File: src/rtl/instr_register_ctrl.sv
// Front-end for instr_register: arbitrates two writers onto the load port and makes it a shared instruction queue.
// Grant to rd_valid is 2 cycles; ready is withheld while full or flush; IRC_FIXED_PRIO_EN selects fixed req0 priority.
module instr_register_ctrl #(
  parameter int DEPTH = 32,
  parameter int AW    = $clog2(DEPTH),
  parameter int OPW   = 32,
  parameter int OPCW  = 4
) (
  input  logic            clk,
  input  logic            reset_n,
  input  logic            req0_valid,
  output logic            req0_ready,
  input  logic [OPCW-1:0] req0_opcode,
  input  logic [OPW-1:0]  req0_op_a,
  input  logic [OPW-1:0]  req0_op_b,
  input  logic            req1_valid,
  output logic            req1_ready,
  input  logic [OPCW-1:0] req1_opcode,
  input  logic [OPW-1:0]  req1_op_a,
  input  logic [OPW-1:0]  req1_op_b,
  input  logic            flush,
  output logic            load_en,
  output logic [AW-1:0]   write_pointer,
  output logic [AW-1:0]   read_pointer,
  output logic [OPCW-1:0] opcode,
  output logic [OPW-1:0]  operand_a,
  output logic [OPW-1:0]  operand_b,
  output logic            rd_valid,
  input  logic            rd_pop,
  output logic [AW:0]     fill,
  output logic            full,
  output logic            empty
);

  typedef struct packed {
    logic [OPCW-1:0] opc;
    logic [OPW-1:0]  op_a;
    logic [OPW-1:0]  op_b;
  } instr_t;

  localparam logic [AW:0] FULL_CNT = DEPTH[AW:0];

  instr_t        req0_dat;
  instr_t        req1_dat;
  instr_t        win_dat;
  logic [AW-1:0] alloc_ptr;
  logic          elig0;
  logic          elig1;
  logic          gnt0;
  logic          gnt1;
  logic          grant;
  logic          pop_ok;

  assign req0_dat = {req0_opcode, req0_op_a, req0_op_b};
  assign req1_dat = {req1_opcode, req1_op_a, req1_op_b};

  // The in-flight write already owns a slot, so it counts toward full.
  assign full     = (fill + {{AW{1'b0}}, load_en}) == FULL_CNT;
  assign empty    = (fill == '0);
  assign rd_valid = !empty;
  assign pop_ok   = rd_pop && rd_valid;

  assign elig0 = req0_valid && !full && !flush;
  assign elig1 = req1_valid && !full && !flush;

`ifdef IRC_FIXED_PRIO_EN
  assign gnt0 = elig0;
`else
  logic last_grant;  // 1: req1 was granted most recently

  assign gnt0 = elig0 && (!elig1 || last_grant);

  always_ff @(posedge clk or negedge reset_n) begin
    if (!reset_n) begin
      last_grant <= 1'b1;
    end else if (gnt0) begin
      last_grant <= 1'b0;
    end else if (gnt1) begin
      last_grant <= 1'b1;
    end
  end
`endif

  assign gnt1       = elig1 && !gnt0;
  assign grant      = gnt0 || gnt1;
  assign req0_ready = gnt0;
  assign req1_ready = gnt1;
  assign win_dat    = gnt1 ? req1_dat : req0_dat;

  always_ff @(posedge clk or negedge reset_n) begin
    if (!reset_n) begin
      load_en       <= 1'b0;
      alloc_ptr     <= '0;
      write_pointer <= '0;
      read_pointer  <= '0;
      opcode        <= '0;
      operand_a     <= '0;
      operand_b     <= '0;
      fill          <= '0;
    end else if (flush) begin
      // Cancels the in-flight load; payload registers are left as they are.
      load_en       <= 1'b0;
      alloc_ptr     <= '0;
      write_pointer <= '0;
      read_pointer  <= '0;
      fill          <= '0;
    end else begin
      load_en <= grant;
      if (grant) begin
        write_pointer <= alloc_ptr;
        alloc_ptr     <= alloc_ptr + AW'(1);
        opcode        <= win_dat.opc;
        operand_a     <= win_dat.op_a;
        operand_b     <= win_dat.op_b;
      end
      if (pop_ok) begin
        read_pointer <= read_pointer + AW'(1);
      end
      fill <= fill + {{AW{1'b0}}, load_en} - {{AW{1'b0}}, pop_ok};
    end
  end

endmodule
File: config.mk
export PLATFORM = sky130hd
export DESIGN_NAME = instr_register_ctrl
export DESIGN_NICKNAME = d
export VERILOG_FILES = /design/src/rtl/instr_register_ctrl.sv
export SDC_FILE = /design/constraint.sdc
export NUM_CORES = 1
export LEC_CHECK = 0
export ABC_AREA = 1
export CAP_MARGIN = 20
export CELL_PAD_IN_SITES_DETAIL_PLACEMENT = 1
export CELL_PAD_IN_SITES_GLOBAL_PLACEMENT = 2
export CORE_AREA = 2 2 157 159
export CTS_CLUSTER_DIAMETER = 40
export DETAILED_ROUTE_END_ITERATION = 7
export DIE_AREA = 0 0 159 161
export PLACE_DENSITY_LB_ADDON = 0.1
export SETUP_SLACK_MARGIN = 0.3
export SYNTH_ARGS = -nofsm -noshare
export SYNTH_HDL_FRONTEND = slang
export SYNTH_SLANG_ARGS = --single-unit
File: constraint.sdc
create_clock -name clk -period 2.66 [get_ports clk]
set_clock_uncertainty 0.2 [all_clocks]
set_input_delay 0.532 -clock clk [delete_from_list [all_inputs] [get_ports clk]]
set_output_delay 0.532 -clock clk [all_outputs]
set_load 0.03 [all_outputs]
==> flow_summary.json <==
{
  "status": "complete, no violations",
  "hp-class": "reg -> reg",
  "rr_startpoint": "load_en$_DFF_PN0_",
  "power_leakage_uw": 0.00468,
  "floorplan.initialDensity_pct": 21.6,
  "ys_seq_elements": 91,
  "routabilityCongestion": 0.698,
  "clockRootBuffer": "clkbuf_16",
  "grt_pass1_wl_mm": 32.1,
  "io_buffers": 231,
  "routed_wl_mm": 23.3,
  "cts_tree": "done",
  "core_area_um2": 24000,
  "cts_sinks": 91,
  "die_h_um": 161,
  "htree_levels": 3,
  "slowest_stage": "dfrtp_2",
  "worstPathCellList": "ha_4, nand2_4, nor2_4, nand2_2, nand2_4, nor2_4, nand3_4, o211ai_4, inv_4, buf_12",
  "pin_count": 232,
  "clkTransAtPathRegs_ns": 0.08,
  "crit_path_start_kind": "register",
  "fmax_mhz": 391,
  "min_period_over_period_pct": 96.1,
  "die_x_um": 159,
  "n_antenna_cell": 0,
  "grt_setup_unrepaired": "yes",
  "vias": 5570,
  "max_stage_delay_ns": 0.46,
  "r2r_setup_slack_ns": 0.27,
  "reg2reg_to": "operand_a[22]$_DFFE_PN0P_",
  "clk_latency_ns": 0.35,
  "fp-row-count": 57,
  "worst_setup_path_end_kind": "output port",
  "relSlewSlack_pct": 73.1,
  "grt_max_degree": 47,
  "cp-startpoint": "fill[0]$_DFF_PN0_",
  "cp.required_ns": 1.93,
  "hold_viol_final": 0,
  "synth_warnings": 0,
  "nNetsFinal": 1157,
  "final_util_pct": 38.4,
  "synthToLayoutAreaGrowth_pct": 78.1,
  "r2r_cells": 14,
  "endpoint": "req1_ready",
  "cp_num_buf_inv": 2,
  "place.detailed.hpwl_mm": 13.8,
  "worstSetupPathType": "reg -> out",
  "cp.arrival_ns": 1.83,
  "irDropWorstVdd_mv": 0.336,
  "drtIter0Drc": 182,
  "syn_nets": 892,
  "firstDrtPassIters": 4,
  "cp_num_cells": 10,
  "finalSetupTns_ns": 0,
  "synth_area_um2": 5160,
  "setup_violations": 0,
  "drive_above_1_share_pct": 13.3,
  "cts_buffers": 9,
  "antenna_found_initial": 1,
  "clockBufferDepth": 2,
  "mostFrequentLayoutCells": "nand2_1 (236), clkdlybuf4s50_1 (225), inv_1 (153)",
  "die-area_um2": 25600,
  "wl_per_cell_um": 17.4,
  "worst_pin_slew_ns": 0.403,
  "slew_violations": 0,
  "worstPathMaxFanout": 4,
  "synth_cell_types": 31,
  "maxCapViolCount": 0,
  "overflow": 0,
  "layout_commonest_cell": "nand2_1",
  "power-per-cell-area_nw_per_um2": 759,
  "grt_pass1_vias": 5833,
  "vias_per_cell": 4.16,
  "period_minus_slack_ns": 2.56,
  "crit_family": "simple AND/OR/NAND/NOR gates",
  "yosysSeqAreaShare_pct": 44.1,
  "drc": 0,
  "grt_usage_pct": 15.6,
  "hold_path_depth": 2,
  "netlist_instances": 744,
  "avgSynthCellArea_um2": 6.94,
  "ant_nets": 0
}
## state kept, by name, summed over array words and instances, names as in the netlist
register       count
operand_a         32
operand_b         32
fill               6
alloc_ptr          5
read_pointer       5
write_pointer      5
opcode             4
last_grant         1
load_en            1
## power breakdown
part           internal, µW  switching (µW)  total [µW]
clock network           660             576        1240
logic                  1620            2100        3720
registers              1750             279        2030
## cells in the mapped netlist, drive strengths merged
cell type    n  area, µm²
ha           6       75.1
nand3      159        806
o21ai        8       43.8
clkinv       1       3.75
nand2      246        926
buf         25        163
nand4        2       12.5
dfrtp       90       2250
nand3b       2       15.0
and3         1       6.26
nor2        16       72.6
o211ai       1       12.5
nor3         4       20.0
a21oi        4       31.3
a31oi        2       12.5
clkbuf      14       52.6
nor3b        1       7.51
inv        157        592
dfstp        1       26.3
xor2         4       35.0
## routing by layer
layer / GRT usage [%] / vias up / routed length, µm
met2: 26.9 / 131 / 11400
met5: 0 / - / 0
met4: 3.88 / 0 / 237
met1: 18.8 / 2645 / 10400
li1: - / 2782 / -
met3: 5.32 / 12 / 1390
## repair_timing
action	4_1_cts	5_1_grt
hold buffers	1	0
pin swaps	12	51
setup endpoints to repair	74	84
endpoints found under the hold margin	21	0
resized for setup	31	58
gates cloned	0	23
setup buffers	8	9
## worst min path at each step
| stage | slack [ns] | end | from |
|---|---|---|---|
| after CTS | 0.28 | operand_a[17]$_DFFE_PN0P_ | operand_a[17]$_DFFE_PN0P_ |
| after detailed placement | 0.26 | operand_b[5]$_DFFE_PN0P_ | operand_b[5]$_DFFE_PN0P_ |
| after global routing | 0.30 | operand_b[2]$_DFFE_PN0P_ | operand_b[2]$_DFFE_PN0P_ |
| final | 0.28 | opcode[2]$_DFFE_PN0P_ | opcode[2]$_DFFE_PN0P_ |
| after floorplan | 0.04 | alloc_ptr[0]$_DFFE_PN0P_ | reset_n |
| after global placement | 0.26 | operand_b[4]$_DFFE_PN0P_ | operand_b[4]$_DFFE_PN0P_ |
## stage by stage
stage               power (µW)  hold slack (ns)  setup WS (ns)  std cells  cell area (µm²)
floorplan                 3730           0.0364          0.301        744             5190
global placement          5210            0.262          0.107       1281             7940
detailed placement        5220            0.265         0.0970       1281             7940
CTS                       6650            0.283         0.0668       1306             8410
global route              7450            0.300        0.00583       1338             9200
finish                    6990            0.280          0.103       1338             9200
## final cells by class
type	count	area, µm²
multi-input combinational	456	2330
clock inverter	4	27.5
clock buffer	12	246
sequential	91	2280
tap	324	405
fill	2881	14800
inverter	158	614
timing repair buffer	293	3290
## tightest hold or removal path: cells and delay by family (launching register included)
family | cells | cell delay (ns)
DFF | 1 | 0.34
and+or+nand+nor | 2 | 0.11
## cell families after synthesis
family | after synthesis | share of synthesized area [%]
and+or+nand+nor | 431 | 36.1
buffers and inverters | 197 | 15.7
DFF | 91 | 44.1
AOI/OAI and AO/OA | 15 | 1.94
adders and majority gates | 6 | 1.45
xor gates and xnor gates | 4 | 0.678
Power figures use the tool's default switching activity.
==> RTL change: new RTL, config.mk and constraints unchanged <==
`OPCW`: 4 -> 5.
--- a/src/rtl/instr_register_ctrl.sv
+++ b/src/rtl/instr_register_ctrl.sv
@@ -6,3 +6,3 @@
   parameter int OPW   = 32,
-  parameter int OPCW  = 4
+  parameter int OPCW  = 5
 ) (
Ports: changed (resized opcode, req0_opcode and req1_opcode); port bits go from 232 to 235. The function was not compared with the original's and may differ.
==> RTL change against the unedited design <==
- the run now ends with negative setup slack left
- sequential cell count increased by 1
- power increased by 4.7%
- final area increased by 4.5%
- clock power increased by 6%
- non-clock buffer count increased by 20
- global-route usage increased by 2.3 points
- final cell count increased by 2.1%
- setup slack got worse by 130 ps
- routed wire length increased by 0.39%
- area after synthesis increased by 0.82%
- via count increased by 3.2%
- highest routed layer unchanged
==> RTL change: results <==
export IMPL_wirelength_um=23400
export IMPL_wl_met3_um=1280
export IMPL_slew_headroom_pct=69.2
export IMPL_seq_share_pct=24.0
export IMPL_arrival_ps=1950
export IMPL_synth_seq_area_share_pct=44.2
export IMPL_outcome="finished with violations"
export IMPL_post_cts_buffers=25
export IMPL_track_usage_pct=17.9
export IMPL_grt_max_degree=42
export IMPL_synthesis_nets=902
export IMPL_leakagePower_nw=4.87
export IMPL_pre_cts_ws_ps=-30.4
export IMPL_fin_cells=1366
export IMPL_yosysUniqueCellTypes=29
export IMPL_multi_input_gates=461
export IMPL_grt_pass1_vias=5869
export IMPL_synthTopCellsByArea="dfrtp_1 (44%), nand2_1 (18%), nand3_1 (15%)"
export IMPL_finalSetupViolCount=2
export IMPL_clkCellAreaFrac_pct=3.11
export IMPL_portBuffers=234
export IMPL_inverters=160
export IMPL_crit_path_start="load_en"
export IMPL_min_from="operand_a[14]"
export IMPL_timing_final_ws_setup_ps=-23.9
export IMPL_fin_nets=1187
export IMPL_use_met2_pct=30.0
export IMPL_vias=5746
export IMPL_gr_usage_met3_pct=4.49
export IMPL_cts_resized=65
export IMPL_multi_input_area_mm2=0.00235
export IMPL_buffers=313
export IMPL_failed_checks="negative setup slack"
export IMPL_fill_cells=2908
export IMPL_met1_usage_pct=23.6
export IMPL_worstReg2RegEnd="operand_b[2]"
export IMPL_min_to="operand_a[14]"
export IMPL_dp_cells=1292
export IMPL_critPathCapture="req0_ready"
export IMPL_rr_worst_depth=16
export IMPL_top_regs="operand_a (32), operand_b (32), fill (6)"
export IMPL_reg2reg_setup_slack_ps=70
export IMPL_setup_tns_ps=-33.8
export IMPL_syn_avg_cell_area_um2=6.92
export IMPL_post_dp_hpwl_um=13900
export IMPL_worstPathMaxFanout=3
export IMPL_nonClkBufAreaFrac_pct=37.6
RTL change: changes by cell type after synthesis, sizes merged:
cell,before,now
inv,157,159
buf,25,38
nand2,246,249
nand3,159,161
dfrtp,90,91
clkbuf,14,1
RTL change: report_power, final:
| part | total, W | switching [W] | leakage (nW) | internal [W] |
|---|---|---|---|---|
| clock | 0.00132 | 0.000608 | 0.141 | 0.000716 |
| combinational | 0.00394 | 0.00216 | 3.60 | 0.00178 |
| sequential | 0.00205 | 0.000274 | 1.13 | 0.00177 |
| total | 0.00731 | 0.00304 | 4.87 | 0.00427 |
RTL change: cell families after synthesis:
family / share of synthesized area (%)
xor+xnor: 0.673
fa+ha+maj: 1.44
compound gates: 1.71
simple gates: 36.2
flops: 44.2
buf+inv: 15.8
RTL change: metrics by stage:
step	hold slack [ps]	total power, W	area, µm²
2_1_floorplan	36.4	0.00379	5270
3_3_place_gp	262	0.00529	8070
3_5_place_dp	265	0.00530	8070
4_1_cts	285	0.00725	9330
5_1_grt	305	0.00777	9620
6_report	280	0.00731	9620
